## src/rtl/link_partner_dll_rsp_if.sv

```systemverilog
// link_partner_dll_rsp_if: PIPE beat bundle between the DUT link layer and its link partner
// rx: beats from the DUT transmitter (pipe_rxdata_i/pipe_rxvalid_i)
// tx: DLLP beats to the DUT receiver (pipe_txdata_o/pipe_txvalid_o)
// master drives rx and observes tx; slave (the link partner) does the opposite.
interface link_partner_dll_rsp_if #(
  parameter int PIPE_DATA_WIDTH = 256
);
  logic [PIPE_DATA_WIDTH-1:0] pipe_rxdata_i;
  logic                       pipe_rxvalid_i;
  logic [PIPE_DATA_WIDTH-1:0] pipe_txdata_o;
  logic                       pipe_txvalid_o;
  modport master (output pipe_rxdata_i, pipe_rxvalid_i, input pipe_txdata_o, pipe_txvalid_o);
  modport slave (input pipe_rxdata_i, pipe_rxvalid_i, output pipe_txdata_o, pipe_txvalid_o);
endinterface

```

## src/rtl/link_partner_dll_rsp.sv

```systemverilog
// link_partner_dll_rsp: link-partner data link layer that checks received TLPs and returns Ack/Nak/UpdateFC DLLPs
// clk, rst        : rising-edge clock, synchronous active-high reset
// pipe (slave)    : rx beats from the DUT transmitter, registered DLLP beats to the DUT receiver
// next_rcv_seq_o  : sequence number expected on the next TLP
// err_cnt_o       : framing/sequence error count, saturating at 255
module link_partner_dll_rsp #(
  parameter int PIPE_DATA_WIDTH = 256,
  parameter int CREDIT_DEPTH    = 12,
  parameter int INIT_PH         = 32,
  parameter int INIT_PD         = 256,
  parameter int INIT_NH         = 32,
  parameter int INIT_CH         = 0,
  parameter int INIT_CD         = 0
) (
  input  logic                    clk,
  input  logic                    rst,
  link_partner_dll_rsp_if.slave   pipe,
  output logic [CREDIT_DEPTH-1:0] next_rcv_seq_o,
  output logic [7:0]              err_cnt_o
);
  localparam int C = CREDIT_DEPTH;
  typedef enum logic [1:0] {IDLE, DATA, DROP} rx_t;
  typedef enum logic [1:0] {INIT0, INIT1, INIT2, RUN} tx_t;
  rx_t rx_state, rx_next;
  tx_t tx_state, tx_next;
  logic                       vld, start, in_frame, abort, stray, start_ok, last_mid;
  logic                       good_done, bad_done, set_nak;
  logic [7:0]                 typ;
  logic [C-1:0]               b_seq, f_seq, d_seq;
  logic [3:0]                 b_len, f_len, d_len, rem;
  logic [1:0]                 b_cls, f_cls, d_cls;
  logic [C-1:0]               next_seq, ack_seq, nak_seq, ph, pd, nh, ch, cd, dcr;
  logic [7:0]                 err;
  logic [1:0]                 inc;
  logic [8:0]                 err_sum;
  logic                       ack_pend, nak_pend, nak_sched;
  logic [2:0]                 fc_pend, fc_set, snd_fc;
  logic                       run, snd_nak, snd_ack, tx_any, txv;
  logic [PIPE_DATA_WIDTH-1:0] tx_word, txd;

  function automatic logic [PIPE_DATA_WIDTH-1:0] dllp(input logic [7:0] sub, input logic [C-1:0] seq, hdr, dat);
    dllp = '0;
    dllp[255:248] = 8'h02;
    dllp[247:240] = sub;
    dllp[235:224] = seq;
    dllp[223:212] = hdr;
    dllp[211:200] = dat;
  endfunction

  // a zero limit advertises infinite credit and never moves
  function automatic logic [C-1:0] bump(input logic [C-1:0] lim, input logic [C-1:0] add);
    bump = lim == '0 ? '0 : lim + add;
  endfunction

  assign vld      = pipe.pipe_rxvalid_i;
  assign typ      = pipe.pipe_rxdata_i[255:248];
  assign b_seq    = pipe.pipe_rxdata_i[247:236];
  assign b_len    = pipe.pipe_rxdata_i[235:232] == 4'd0 ? 4'd1 : pipe.pipe_rxdata_i[235:232];
  assign b_cls    = pipe.pipe_rxdata_i[231:230];
  assign in_frame = rx_state != IDLE;
  assign start    = vld && typ == 8'h01;
  assign abort    = start && in_frame;
  assign stray    = vld && !in_frame && typ != 8'h01 && typ != 8'h02;
  assign start_ok = b_seq == next_seq && b_cls != 2'd3;
  assign last_mid = vld && !start && in_frame && rem == 4'd1;
  // a start beat always opens a new frame, even if it aborts the current one
  assign good_done = start ? start_ok && b_len == 4'd1 : last_mid && rx_state == DATA;
  assign bad_done  = start ? !start_ok && b_len == 4'd1 : last_mid && rx_state == DROP;
  assign d_len     = start ? b_len : f_len;
  assign d_seq     = start ? b_seq : f_seq;
  assign d_cls     = start ? b_cls : f_cls;
  assign set_nak   = bad_done && !nak_sched;
  assign fc_set    = good_done ? 3'b001 << d_cls : 3'b000;
  assign dcr       = C'({d_len - 4'd1, 1'b0});
  assign inc       = 2'(abort) + 2'(stray) + 2'(bad_done);
  assign err_sum   = {1'b0, err} + {7'd0, inc};

  always_ff @(posedge clk)
    rx_state <= rst ? IDLE : rx_next;

  always_comb
    rx_next = start ? (b_len == 4'd1 ? IDLE : start_ok ? DATA : DROP) : last_mid ? IDLE : rx_state;

  always_ff @(posedge clk)
    if (start) begin
      f_seq <= b_seq;
      f_len <= b_len;
      f_cls <= b_cls;
      rem   <= b_len - 4'd1;
    end else if (vld && in_frame) rem <= rem - 4'd1;

  always_ff @(posedge clk)
    if (rst) begin
      next_seq  <= '0;
      err       <= '0;
      ack_pend  <= 1'b0;
      nak_pend  <= 1'b0;
      nak_sched <= 1'b0;
      fc_pend   <= '0;
      ack_seq   <= '0;
      nak_seq   <= '0;
      ph        <= C'(INIT_PH);
      pd        <= C'(INIT_PD);
      nh        <= C'(INIT_NH);
      ch        <= C'(INIT_CH);
      cd        <= C'(INIT_CD);
    end else begin
      next_seq  <= next_seq + C'(good_done);
      err       <= err_sum[8] ? 8'hff : err_sum[7:0];
      // a re-set in the same cycle as the send keeps the item pending with its new value
      ack_pend  <= good_done || (ack_pend && !snd_ack);
      ack_seq   <= good_done ? d_seq : ack_seq;
      nak_pend  <= set_nak || (nak_pend && !snd_nak);
      nak_seq   <= set_nak ? next_seq - C'(1) : nak_seq;
      nak_sched <= good_done ? 1'b0 : bad_done ? 1'b1 : nak_sched;
      fc_pend   <= fc_set | (fc_pend & ~snd_fc);
      ph        <= fc_set[0] ? bump(ph, C'(1)) : ph;
      pd        <= fc_set[0] ? bump(pd, dcr) : pd;
      nh        <= fc_set[1] ? bump(nh, C'(1)) : nh;
      ch        <= fc_set[2] ? bump(ch, C'(1)) : ch;
      cd        <= fc_set[2] ? bump(cd, dcr) : cd;
    end

  always_ff @(posedge clk)
    tx_state <= rst ? INIT0 : tx_next;

  always_comb
    tx_next = tx_state == INIT0 ? INIT1 : tx_state == INIT1 ? INIT2 : RUN;

  assign run       = tx_state == RUN;
  assign snd_nak   = run && nak_pend;
  assign snd_ack   = run && ack_pend && !nak_pend;
  assign snd_fc[0] = run && fc_pend[0] && !nak_pend && !ack_pend;
  assign snd_fc[1] = run && fc_pend[1] && !nak_pend && !ack_pend && !fc_pend[0];
  assign snd_fc[2] = run && fc_pend[2] && !nak_pend && !ack_pend && fc_pend[1:0] == 2'b00;
  assign tx_any    = !run || nak_pend || ack_pend || |fc_pend;

  always_comb
    tx_word = tx_state == INIT0 ? dllp(8'h80, '0, C'(INIT_PH), C'(INIT_PD))
            : tx_state == INIT1 ? dllp(8'h90, '0, C'(INIT_NH), '0)
            : tx_state == INIT2 ? dllp(8'hA0, '0, C'(INIT_CH), C'(INIT_CD))
            : snd_nak   ? dllp(8'h10, nak_seq, '0, '0)
            : snd_ack   ? dllp(8'h00, ack_seq, '0, '0)
            : snd_fc[0] ? dllp(8'h80, '0, ph, pd)
            : snd_fc[1] ? dllp(8'h90, '0, nh, '0)
            : snd_fc[2] ? dllp(8'hA0, '0, ch, cd)
            : '0;

  always_ff @(posedge clk) begin
    txv <= !rst && tx_any;
    txd <= rst ? '0 : tx_word;
  end

  assign pipe.pipe_txdata_o  = txd;
  assign pipe.pipe_txvalid_o = txv;
  assign next_rcv_seq_o      = next_seq;
  assign err_cnt_o           = err;
endmodule

```

## src/flat_wrapper.sv

```systemverilog
// flat-port wrapper written by rule: the top's interface ports become plain ports
module link_partner_dll_rsp_flat 
#(
  parameter int PIPE_DATA_WIDTH = 256,
  parameter int CREDIT_DEPTH    = 12,
  parameter int INIT_PH         = 32,
  parameter int INIT_PD         = 256,
  parameter int INIT_NH         = 32,
  parameter int INIT_CH         = 0,
  parameter int INIT_CD         = 0
)
  (clk, rst, next_rcv_seq_o, err_cnt_o, pipe_pipe_rxdata_i, pipe_pipe_rxvalid_i, pipe_pipe_txdata_o, pipe_pipe_txvalid_o);
  link_partner_dll_rsp_if #(.PIPE_DATA_WIDTH(PIPE_DATA_WIDTH)) pipe_i ();
  input  logic clk;
  input  logic rst;
  output logic [CREDIT_DEPTH-1:0] next_rcv_seq_o;
  output logic [7:0] err_cnt_o;
  input wire logic [$bits(pipe_i.pipe_rxdata_i)-1:0] pipe_pipe_rxdata_i;
  input wire logic [$bits(pipe_i.pipe_rxvalid_i)-1:0] pipe_pipe_rxvalid_i;
  output wire logic [$bits(pipe_i.pipe_txdata_o)-1:0] pipe_pipe_txdata_o;
  output wire logic [$bits(pipe_i.pipe_txvalid_o)-1:0] pipe_pipe_txvalid_o;
  assign pipe_i.pipe_rxdata_i = pipe_pipe_rxdata_i;
  assign pipe_i.pipe_rxvalid_i = pipe_pipe_rxvalid_i;
  assign pipe_pipe_txdata_o = pipe_i.pipe_txdata_o;
  assign pipe_pipe_txvalid_o = pipe_i.pipe_txvalid_o;
  link_partner_dll_rsp #(.PIPE_DATA_WIDTH(PIPE_DATA_WIDTH), .CREDIT_DEPTH(CREDIT_DEPTH), .INIT_PH(INIT_PH), .INIT_PD(INIT_PD), .INIT_NH(INIT_NH), .INIT_CH(INIT_CH), .INIT_CD(INIT_CD)) u_core (.clk(clk), .rst(rst), .pipe(pipe_i), .next_rcv_seq_o(next_rcv_seq_o), .err_cnt_o(err_cnt_o));
endmodule
```

## config.mk

```make
export PLATFORM = sky130hd
export DESIGN_NAME = link_partner_dll_rsp_flat
export DESIGN_NICKNAME = d
export VERILOG_FILES = /design/src/rtl/link_partner_dll_rsp_if.sv /design/src/rtl/link_partner_dll_rsp.sv /design/src/flat_wrapper.sv
export SDC_FILE = /design/constraint.sdc
export NUM_CORES = 1
export LEC_CHECK = 0
export BUFFER_PORTS_ARGS = -buffer_cell sky130_fd_sc_hd__buf_2
export CAP_MARGIN = 20
export CORE_AREA = 4 4 204 206
export CTS_BUF_LIST = sky130_fd_sc_hd__clkbuf_4 sky130_fd_sc_hd__clkbuf_8
export DETAILED_ROUTE_END_ITERATION = 10
export DIE_AREA = 0 0 208 210
export PLACE_DENSITY_LB_ADDON = 0.15
export SETUP_SLACK_MARGIN = 0.05
export SKIP_LAST_GASP = 1
export SYNTH_ARGS = -nofsm -noshare
export SYNTH_HDL_FRONTEND = slang
export SYNTH_SLANG_ARGS = --single-unit
```

## constraint.sdc

```tcl
create_clock -name clk -period 3.2 [get_ports clk]
set_input_delay 0.16 -clock clk [delete_from_list [all_inputs] [get_ports clk]]
set_output_delay 0.16 -clock clk [all_outputs]
set_load 0.005 [all_outputs]
```

; Yosys cells after proc, flatten, opt, wreduce, memory -nomap -nowiden
; Cells that the tools add are included.
[totals]
romBits = 0
regBits = 393
output_inout_bits = 277
elab_cells = 151
memories = 0
ram_bits = 0
in_bits = 259
latch_bits = 0
[op_classes]
shifts = 1
reduce_logical = 66
eq_ne = 12
div = 0
n_mux = 29
mul = 0
magnitude_cmp = 0
bitwise_logic = 3
addsub = 13
[ops]
columns = operator, n
row1 = 2-to-1 mux 250 bit, 8
row2 = 2-to-1 mux 12 bit, 6
row3 = logical NOT 12 bit, 5
row4 = adder 12 x 1 -> 12 bit (second input constant), 3
row5 = logical AND 1 bit, 32
row6 = adder 12 x 5 -> 12 bit, 2
row7 = 2-to-1 mux 4 bit, 4
row8 = adder 12 x 1 -> 12 bit, 1
row9 = == test 12 bit, 1
row10 = subtractor 12 x 1 -> 12 bit (second input constant), 1
row11 = subtractor 4 x 1 -> 4 bit (second input constant), 3
row12 = logical NOT 1 bit, 11
row13 = 2-to-1 mux 2 bit, 5
row14 = adder 8 x 2 -> 9 bit, 1
row15 = == test 4 x 1 -> 1 bit (second input constant), 2
row16 = == test 8 x 1 -> 1 bit (second input constant), 1
row17 = 2-to-1 mux 8 bit, 1
row18 = inequality test 8 x 1 -> 1 bit (second input constant), 1
row19 = inequality test 8 x 2 -> 1 bit (second input constant), 1
row20 = OR reduction 8 bit, 1
row21 = == test 2 bit (second input constant), 3
row22 = nonzero test 2 bit, 3
row23 = OR reduction 3 bit, 2
row24 = OR reduction 6 bit, 1
row25 = other kinds (15), 25

; Logic depth before layout (Yosys ltp)
[logic_depth]
ltp_word = 13
ltp_mapped = 16
ltp_nobuf = 16

; Worst setup path after synthesis
; Ideal clock, no wire load.
[synth_timing]
path_kind = input to register
start = input port pipe_pipe_rxdata_i[233]
end = register u_core.err[7] (netlist: u_core.err_cnt_o[7])
path_buffers = 0
slack_ns = 0.102
path_stages = 16
setup_ns = 0.128
required_ns = 3.072
arrival_time_ns = 2.970
cell_sequence = nor3_1 -> nor2_1 -> inv_1 -> ha_1 -> nor3b_1 -> and4_1 -> o21ai_0 -> nand2_1 -> fa_1 -> ha_1 -> fa_1 -> and3_1 -> nand2_1 -> nand2_1 -> mux2i_1 -> nor2_1
[synth_via]
elab_chain_len = 8
[synth_rtl]
columns = item, line_no
row1 = "start, declared", flat_wrapper.sv:18  ; input wire logic [$bits(pipe_i.pipe_rxdata_i)-1:0] pipe_pipe_rxdata_i;
row2 = logical NOT 4 bit, link_partner_dll_rsp.sv:58  ; assign b_len = pipe.pipe_rxdata_i[235:232] == 4'd0 ? 4'd1 : pipe.pipe_rxdata_i[235:232];
row3 = 2-to-1 mux 4 bit *, link_partner_dll_rsp.sv:58
row4 = == test 4 x 1 -> 1 bit *, link_partner_dll_rsp.sv:68  ; assign bad_done = start ? !start_ok && b_len == 4'd1 : last_mid && rx_state == DROP;
row5 = logical AND 1 bit *, link_partner_dll_rsp.sv:68
row6 = 2-to-1 mux 1 bit *, link_partner_dll_rsp.sv:68
row7 = adder 2 x 1 -> 2 bit *, link_partner_dll_rsp.sv:75  ; assign inc = 2'(abort) + 2'(stray) + 2'(bad_done);
row8 = adder 8 x 2 -> 9 bit *, link_partner_dll_rsp.sv:76  ; assign err_sum = {1'b0, err} + {7'd0, inc};
row9 = 2-to-1 mux 8 bit *, link_partner_dll_rsp.sv:109  ; err <= err_sum[8] ? 8'hff : err_sum[7:0];
row10 = "end signal, assigned", link_partner_dll_rsp.sv:109
row11 = "end, declared", link_partner_dll_rsp.sv:33  ; logic [7:0] err;
; Every way passes the cells marked *; elsewhere a longest branch is shown, timed or not.
; A chain may end at the register's enable or synchronous reset.

; Worst setup path in the final report
[layout_timing]
start = input port pipe_pipe_rxdata_i[236]
end = register u_core.err[4] (netlist: u_core.err_cnt_o[4])
[layout_via]
elab_chain_len = 8
[layout_rtl]
columns = item, line_no
row1 = == test 12 bit, link_partner_dll_rsp.sv:64  ; assign start_ok = b_seq == next_seq && b_cls != 2'd3;
row2 = logical AND 1 bit, link_partner_dll_rsp.sv:64
row3 = logical NOT 1 bit, link_partner_dll_rsp.sv:68
row4 = logical AND 1 bit, link_partner_dll_rsp.sv:68
row5 = 2-to-1 mux 1 bit, link_partner_dll_rsp.sv:68
row6 = adder 2 x 1 -> 2 bit, link_partner_dll_rsp.sv:75
row7 = adder 8 x 2 -> 9 bit, link_partner_dll_rsp.sv:76
row8 = 2-to-1 mux 8 bit, link_partner_dll_rsp.sv:109
; No other way between the ends.

==> metrics <==
Hold Crit Class in2reg; YS warnings 0; total congestion overflow 0; count of cell types in the netlist 63; worst-path cell chain dlygate4sd3_1, buf_6, xor2_2, nor4_2, buf_4, nand2_4, o21ai_4, nand2_2, fa_1, ha_2, fa_2, and3_4, buf_4, o21ai_0, nor2_1; R2R depth 13; clock skew 0.0167 ns; Die ar. between 40000 and 50000 um^2; drt drc 0; final-report hold violation count 0; die height 210 um; actual slew at the worst max-slew pin 0.797 ns; Sink Count 175; routed length per placed instance 14.8 um; clk_lat worst skew 0.48 ns; # IOs 536; max_slew headroom a little under half; fin. max-slew vios 0; worst vdd ir 0.000230 V; hpwl dp 20400 um; critical path type in2reg; H-Tree Depth 4; # setup viols final 0; Crit. End Element register; WP data arrival 3.38 ns; largest net degree at the start of global routing 54; final-stage net count 1575; Async S/R FF share, synth 0%; sequential area share after synthesis 36.6%; slowest CP cell dlygate4sd3_1; initial core utilization 24.4%; post-synthesis compound-gate area fraction 10.5%; crit-path max FO 4; adder-cell share of the synthesized area 3.93%; clk root buf clkbuf_8; Max-Cap Viols 0; post-route cell area 10900 um^2; ys flop type dfxtp_1; xor/xnor share of the synthesized area 6.84%; placed inst area 10300 um^2; RSZ-0062 raised after global routing yes; CP max stage delay about 0.55 ns; Gate Count Post-Synth 1146; number of global-route vias before repair 7015; core area 39600 um^2; number of CTS-inserted buffers 17; average size of a mapped cell 8.45 um^2; DR pass1 iterations 5; Final min period between 3 and 4 ns; die width around 210 um; outcome completed; row cnt 73; GPL Wtd Cong 0.791; Cell Pwr Density about 380 nW/um^2; simple-gate share of the synthesized area 20.6%; CP dominant cell by count buf_4; WHS Path Cells 4; fmax around 0.33 GHz; worst endpoint required time 3.53 ns; Pwr Total 4.19 mW; fin crit share a little over nine tenths; leakage 4.65 nW; GRT Overall Usage 11.9%; port bufs 89; clock slew seen by the registers of the worst setup and hold paths 0.10 ns; ANT cells 0; first-pass GRT wire length 41200 um; Vias 7455; number of DRC markers in iteration 0 374; DR vias/cell 4.08; total wire length approximately 27000 um; mux cell area share after synthesis between 1.5 and 2%; Final ANT Viol Nets 0; Area growth, synth to finish 12.8%; critical path startpoint category input pin; fraction of layout cells with a size suffix above 1 17.1%; Yosys reg bits 175; initial antenna violation count 0; CTS tree done; Clock Tree Buf Depth 2; largest family of logic cells by synthesized area simple AND/OR/NAND/NOR gates; EDFF count, synth 4; Cell Area, Synth 9690 um^2
kinds of logic after synthesis:
family	after synthesis
mux	15
simple gates	405
xor+xnor	74
flops	175
buf+inv	294
fa+ha+maj	28
compound gates	154
other cells	1
path summary, 6_finish.rpt:
path,slack (ns),to,start
worst max register to register,0.19,u_core.err_cnt_o[4],u_core.next_rcv_seq_o[0]
worst min-delay path,0.07,u_core.f_seq[9],pipe_pipe_rxdata_i[245]
worst min register to register,0.45,u_core.f_seq[10],u_core.f_seq[10]
worst max-delay path,0.15,u_core.err_cnt_o[4],pipe_pipe_rxdata_i[236]
worst max-delay path: cells and delay by family:
family          cells  cell delay (ns)
buf+inv             4             0.99
simple gates        5             0.68
compound gates      2             0.32
xor+xnor            1             0.17
fa+ha+maj           3             1.06
report_power, final:
part,total [mW],switching [mW],internal [mW]
logic,0.305,0.203,0.103
registers,2.22,0.0140,2.21
clock network,1.66,0.906,0.755
sequential cells by signal, summed over array words and instances (netlist names):
register                    cells
u_core.pipe.pipe_txdata_o      40
u_core.ack_seq                 12
u_core.ch                      12
u_core.f_seq                   12
u_core.nak_seq                 12
u_core.next_rcv_seq_o          12
u_core.nh                      12
u_core.ph                      12
u_core.cd                      11
u_core.pd                      11
u_core.err_cnt_o                8
u_core.f_len                    4
u_core.rem                      4
u_core.fc_pend                  3
u_core.f_cls                    2
u_core.rx_state                 2
u_core.tx_state                 2
u_core.ack_pend                 1
u_core.nak_pend                 1
u_core.nak_sched                1
u_core.pipe.pipe_txvalid_o      1
metrics by stage:
stage	instances	hold WS [ns]	setup slack (ns)	TNS (ns)	util [%]
2_1_floorplan	1362	0.266	0.102	0	-
3_3_place_gp	1780	0.422	-0.282	-1.97	26.0
3_5_place_dp	1780	0.419	-0.315	-2.12	26.0
4_1_cts	1822	0.0102	0.0512	0	27.4
5_1_grt	1825	0.0365	0.0158	0	27.6
6_report	1825	0.0655	0.152	0	27.6
final cells by class:
cell class | count | area (um^2)
clock inverters | 12 | 153
clock buffers | 19 | 262
well taps | 525 | 657
repair buffers | 169 | 1090
flip-flops and latches | 175 | 3540
fillers | 4357 | 28700
inverters | 32 | 120
multi-input cells | 893 | 5100
per-layer routing:
layer	part of all wire [%]	GRT usage, %	vias up
met5	0	0	-
met1	50	17.9	3447
li1	-	-	3730
met4	0.94	2.88	0
met2	42	16.9	267
met3	7.4	3.02	11
timing repair:
| item | 4_1_cts | 5_1_grt |
|---|---|---|
| buffers inserted | 1 | 3 |
| pin swaps | 2 | 7 |
| endpoints found under the hold margin | 10 | 0 |
| setup endpoints to repair | 8 | 7 |
| resized for setup | 8 | 14 |
| hold buffers | 10 | 0 |
synthesized netlist by cell type (all sizes together), types with 3 or more instances:
master,count,area [um^2]
nand2,101,382
nor4,17,136
or4,5,37.5
inv,31,116
buf,225,1670
nor2,121,454
fa,4,80.1
or2,4,25.0
nand2b,4,25.0
o21ai,31,159
nor3,37,185
a21o,3,22.5
nor3b,5,42.5
nand4,10,77.6
nor4b,5,50.0
nand3,33,165
o2111ai,7,61.3
a211oi,15,113
xnor2,39,342
a22oi,22,165
mux2i,15,150
a221oi,11,96.3
xor2,35,322
a21oi,49,245
clkbuf,37,139
nor2b,21,131
and2,5,31.3
or3,15,93.8
ha,24,300
o211ai,3,22.5
and3,13,81.3
dfxtp,171,3420
edfxtp,4,120
layout by cell type (no fill, tap or decap), types with 10 or more instances in the layout:
master         Yosys  final
or3_1             15     15
nor2_1           121    121
inv_1             31     31
a21oi_1           49     45
nor2b_1           21     21
xor2_1            33     32
a211oi_1          15     15
ha_1              24     23
nor3_1            37     37
nand2_1          100     97
dfxtp_1          171    170
clkbuf_8           0     19
a221oi_1          11     11
and3_1            13     12
xnor2_1           39     39
a22oi_1           22     22
buf_2              5     88
mux2i_1           15     15
dlygate4sd3_1      0     10
nand3_1           33     33
buf_4            217     69
nor4_1            15     14
conb_1             1    217
o21ai_0           27     26
(Power assumes the default switching activity.)
